==> src/rtl/ppgen_issue.sv <==
// Partial-product issue stage: buffers 8x8 operand pairs in a DEPTH-entry FIFO and issues the
// 64-bit pp bus with a sequence tag. Define PPGEN_SWEEP_EN to add the exhaustive sweep generator.
`timescale 1ns/1ps
module ppgen_issue #(
  parameter int DEPTH = 2,
  parameter int TAG_W = 4
) (
  input  logic             clk,
  input  logic             rst,
  input  logic             flush,
  input  logic             in_valid,
  output logic             in_ready,
  input  logic [7:0]       in_a,
  input  logic [7:0]       in_b,
  output logic             out_valid,
  input  logic             out_ready,
  output logic [63:0]      out_pp,
  output logic [TAG_W-1:0] out_tag,
  output logic [15:0]      issue_cnt,
  input  logic             sweep_start,
  output logic             sweep_busy,
  output logic             sweep_done
);

  localparam int PW = $clog2(DEPTH);
  localparam int CW = $clog2(DEPTH + 1);

  logic [7:0]       a_mem [DEPTH];
  logic [7:0]       b_mem [DEPTH];
  logic [TAG_W-1:0] t_mem [DEPTH];

  logic [PW-1:0]    wr_ptr, rd_ptr;
  logic [CW-1:0]    count;
  logic [TAG_W-1:0] tag_cnt;
  logic             full;
  logic             push_en, pop_en;
  logic [7:0]       push_a, push_b;

  assign full      = (count == CW'(DEPTH));
  assign out_valid = (count != '0);
  assign pop_en    = out_valid && out_ready;

`ifdef PPGEN_SWEEP_EN
  typedef enum logic [1:0] {S_IDLE, S_SWEEP, S_DRAIN} state_t;
  state_t      state;
  logic [15:0] sc;

  assign in_ready = !full && (state == S_IDLE);

  always_comb begin
    push_en = in_valid && in_ready;
    push_a  = in_a;
    push_b  = in_b;
    if (state == S_SWEEP) begin
      push_en = !full;
      push_a  = sc[7:0];
      push_b  = sc[15:8];
    end
  end

  always_ff @(posedge clk) begin
    if (rst) begin
      state      <= S_IDLE;
      sc         <= '0;
      sweep_busy <= 1'b0;
      sweep_done <= 1'b0;
    end else begin
      sweep_done <= 1'b0;
      if (flush) begin
        state      <= S_IDLE;
        sweep_busy <= 1'b0;
      end else begin
        case (state)
          S_IDLE: begin
            if (sweep_start) begin
              state      <= S_SWEEP;
              sc         <= '0;
              sweep_busy <= 1'b1;
            end
          end
          S_SWEEP: begin
            if (!full) begin
              sc <= sc + 16'd1;
              if (sc == 16'hFFFF) state <= S_DRAIN;
            end
          end
          S_DRAIN: begin
            if (count == '0) begin
              state      <= S_IDLE;
              sweep_busy <= 1'b0;
              sweep_done <= 1'b1;
            end
          end
          default: state <= S_IDLE;
        endcase
      end
    end
  end
`else
  logic unused_sweep_start;
  assign unused_sweep_start = sweep_start;
  assign in_ready   = !full;
  assign push_en    = in_valid && in_ready;
  assign push_a     = in_a;
  assign push_b     = in_b;
  assign sweep_busy = 1'b0;
  assign sweep_done = 1'b0;
`endif

  always_ff @(posedge clk) begin
    if (rst) begin
      wr_ptr    <= '0;
      rd_ptr    <= '0;
      count     <= '0;
      tag_cnt   <= '0;
      issue_cnt <= '0;
    end else if (flush) begin
      // tag_cnt and issue_cnt deliberately survive a flush
      wr_ptr <= '0;
      rd_ptr <= '0;
      count  <= '0;
    end else begin
      if (push_en) begin
        a_mem[wr_ptr] <= push_a;
        b_mem[wr_ptr] <= push_b;
        t_mem[wr_ptr] <= tag_cnt;
        wr_ptr        <= wr_ptr + PW'(1);
        tag_cnt       <= tag_cnt + TAG_W'(1);
      end
      if (pop_en) begin
        rd_ptr    <= rd_ptr + PW'(1);
        issue_cnt <= issue_cnt + 16'd1;
      end
      case ({push_en, pop_en})
        2'b10:   count <= count + CW'(1);
        2'b01:   count <= count - CW'(1);
        default: count <= count;
      endcase
    end
  end

  // Row i of the bus is the multiplicand gated by multiplier bit i; zeroed while empty.
  always_comb begin
    out_pp  = '0;
    out_tag = '0;
    if (out_valid) begin
      out_tag = t_mem[rd_ptr];
      for (int unsigned i = 0; i < 8; i++) begin
        out_pp[8*i +: 8] = {8{b_mem[rd_ptr][i]}} & a_mem[rd_ptr];
      end
    end
  end

endmodule

==> config.mk <==
export PLATFORM = sky130hd
export DESIGN_NAME = ppgen_issue
export DESIGN_NICKNAME = d
export VERILOG_FILES = /design/src/rtl/ppgen_issue.sv
export SDC_FILE = /design/constraint.sdc
export NUM_CORES = 1
export LEC_CHECK = 0
export CAP_MARGIN = 20
export CORE_MARGIN = 2
export CORE_UTILIZATION = 47
export DETAILED_ROUTE_END_ITERATION = 8
export PLACE_DENSITY = 0.9
export SYNTH_ARGS = -nofsm -noshare
export SYNTH_HDL_FRONTEND = slang
export SYNTH_SLANG_ARGS = --single-unit
==> constraint.sdc <==
create_clock -name clk -period 6.3 [get_ports clk]
set_input_delay 1.26 -clock clk [delete_from_list [all_inputs] [get_ports clk]]
set_output_delay 1.26 -clock clk [all_outputs]
set_load 0.01 [all_outputs]
==> impl_metrics.json <==
{
  "numPortBuffers": 106,
  "max_slew_margin_pct": 27.9,
  "worst-path-stages": 3,
  "setup_violations": 0,
  "antenna_found_initial": 0,
  "clockPowerShare_pct": 37.0,
  "initial_core_util_pct": 48.6,
  "synth_cell_types": 34,
  "clkTransAtPathRegs_ps": 70,
  "numCtsBuffers": 9,
  "cp.arrival_ps": 2810,
  "route.detailed.drc": 0,
  "whs_path_depth": 0,
  "yosys_warnings": 0,
  "critPathCaptureType": "output pin",
  "clk_latency_ps": 340,
  "final.min_clock_period_ps": 4070,
  "holdBufCountCts": 0,
  "timing.fmax_mhz": 246,
  "drtPass1Iterations": 4,
  "fin_skew_ps": 7.95,
  "die_h_um": 82.0,
  "via_count": 2456,
  "cts.sinks": 65,
  "path_max_fanout": 20,
  "power_switching_uw": 207,
  "final_cell_mix": "clkdlybuf4s50_1 (106), nor2_1 (80), edfxtp_1 (40)",
  "die_area_um2": 6730,
  "min_path_type": "reg2reg",
  "synth_edf_count": 40,
  "gr-total-overflow": 0,
  "fin_util_pct": 71.0,
  "power.leakage_nw": 1.37,
  "p_int_uw": 687,
  "use_met1_pct": 22.9,
  "drt_iter0_markers": 122,
  "finalHoldViolCount": 0,
  "diodes": 0,
  "period_share_pct": 64.6,
  "grt.busiest_layer": "met2",
  "power.total_uw": 895,
  "worst_slew_pin_slew_ps": 1080,
  "grt_usage_pct": 21.7,
  "ys_ff_latch": 65,
  "stdcell_count": 461,
  "synth-async-reset-ratio_pct": 0,
  "cts_root_buf": "clkbuf_8",
  "post-cts-setup-buffers": 0,
  "pwr-share-seq_pct": 52.0,
  "cts_tree": "yes",
  "pin_count": 110,
  "setup_ws_ps": 2230,
  "crit_chain": "mux2i_1 > nor2_1 > clkdlybuf4s50_1",
  "cp.required_ps": 5040,
  "nets": 406,
  "wire_per_inst_um": 15.8,
  "slew_viol_final": 0,
  "avgViaCountPerCell": 5.33,
  "cp_num_buf_inv": 1,
  "r2r_cells": 4,
  "critical_path_class": "reg2out",
  "grt_pass1_wl_um": 10800,
  "syn2layout_area_growth_pct": 46.2,
  "grt_util_met2_pct": 38.8,
  "cpLargestDelayFamily": "flip-flops",
  "dp_slack_ps": 2640,
  "rows": 28,
  "final_common_cell": "clkdlybuf4s50_1",
  "fillers": 425,
  "power_density_nw_per_um2": 214,
  "netlist_instances": 272,
  "cp_slowest_cell": "dfxtp_1",
  "syn_avg_cell_area_um2": 10.5,
  "drt_wl_total_um": 7290,
  "startpoint_type": "flop",
  "max_cap_violations": 0,
  "dp_cells": 445,
  "finalSetupTns_ps": 0,
  "layout-drive-gt1-share_pct": 6.99,
  "grt_max_degree": 28,
  "ys_seq_area_share_pct": 59.5,
  "yosys_most_used_dff": "edfxtp_1",
  "irDropWorstVdd_mv": 0.167,
  "htree_num_levels": 3,
  "grt_pass1_vias": 2249,
  "ctsResizeCount": 0,
  "die_x_um": 82.0,
  "dp_hpwl_um": 5200,
  "gp_congestion": 0.749,
  "status": "finished, final reports clean",
  "slowest_delay_ps": 1030,
  "p_comb_share_pct": 11.0,
  "netSwitchingFraction_pct": 23.2,
  "cts_buffer_depth": 2,
  "rsz0062_at_grt": "no",
  "grt_util_met3_pct": 9.23,
  "ant_nets": 0,
  "synth_area_um2": 2860,
  "core_um2": 5890
}
## flip-flops by register name, indices dropped and copies added (netlist names), named ones only
register and flops:
issue_cnt 16, count 2, a_mem 16, b_mem 16, t_mem 8, tag_cnt 4
wr_ptr 1, rd_ptr 1
## path summary, 6_finish.rpt
kind	from	end	slack, ps
max	flop	out_pp[34]	2230
min	tag_cnt[3]$_SDFFE_PP0P_	t_mem[0][3]$_DFFE_PP_	470
max reg2reg	count[0]$_SDFFE_PP0P_	issue_cnt[15]$_SDFFE_PP0P_	4090
min reg2reg	tag_cnt[3]$_SDFFE_PP0P_	t_mem[0][3]$_DFFE_PP_	470
## cells in the mapped netlist, drive strengths merged (6+ instances only)
library cell	n	share of area (%)
mux2i	13	4.5
xnor2	8	2.4
mux2	8	3.1
nor2	80	10
clkbuf	7	0.96
dfxtp	25	17
edfxtp	40	42
nand2	17	2.2
nor3	6	1.0
a21oi	11	1.9
o31ai	6	1.6
o21ai	6	1.2
or4	6	1.6
## area by class of cell
| class | count | area (um^2) | share of cell area (%) |
|---|---|---|---|
| clock inverters | 6 | 58.8 | 1.41 |
| well taps | 75 | 93.8 | 2.24 |
| flip-flops and latches | 65 | 1700 | 40.7 |
| multi-input cells | 193 | 1110 | 26.5 |
| repair buffers | 108 | 1080 | 25.7 |
| inverters | 4 | 15.0 | 0.359 |
| clock buffers | 10 | 128 | 3.05 |
## per-layer routing
metal	share of wire [%]	up-vias
met2	49	108
met1	40	1170
met3	9.6	8
met4	1.1	0
li1	-	1170
met5	0	-
## power groups by stage
stage	registers [mW]	clock network, mW	logic, mW
after floorplan	0.472	0	0.0458
after global placement	0.474	0	0.0952
after detailed placement	0.474	0	0.0978
after CTS	0.465	0.340	0.0983
after global routing	0.465	0.360	0.105
final	0.465	0.331	0.0984
## through the flow
step / hold WS, ps / area, um^2
floorplan: 434 / 2860
global placement: 447 / 4000
detailed placement: 466 / 4000
CTS: 480 / 4180
global route: 497 / 4180
finish: 474 / 4180
## worst register-to-register path, delay by kind of cell, from the launching register on
family / cells / cell delay (ps)
AND/OR/NAND/NOR: 2 / 1370
flip-flops: 1 / 440
AO/OA/AOI/OAI: 2 / 310
## logic make-up (layout without fill, tap and decap cells)
logic type               Yosys count  count (layout)  synth area share (%)
adder cells (fa/ha/maj)            3               3                  1.31
flip-flops                        65              65                  59.5
other                              1               2                 0.131
AO/OA/AOI/OAI                     23              23                  4.68
multiplexers                      21              21                  7.70
AND/OR/NAND/NOR                  131             131                  20.4
buffers and inverters             15             128                  2.32
XOR/XNOR                          13              13                  3.98
(Power assumes the default switching activity.)
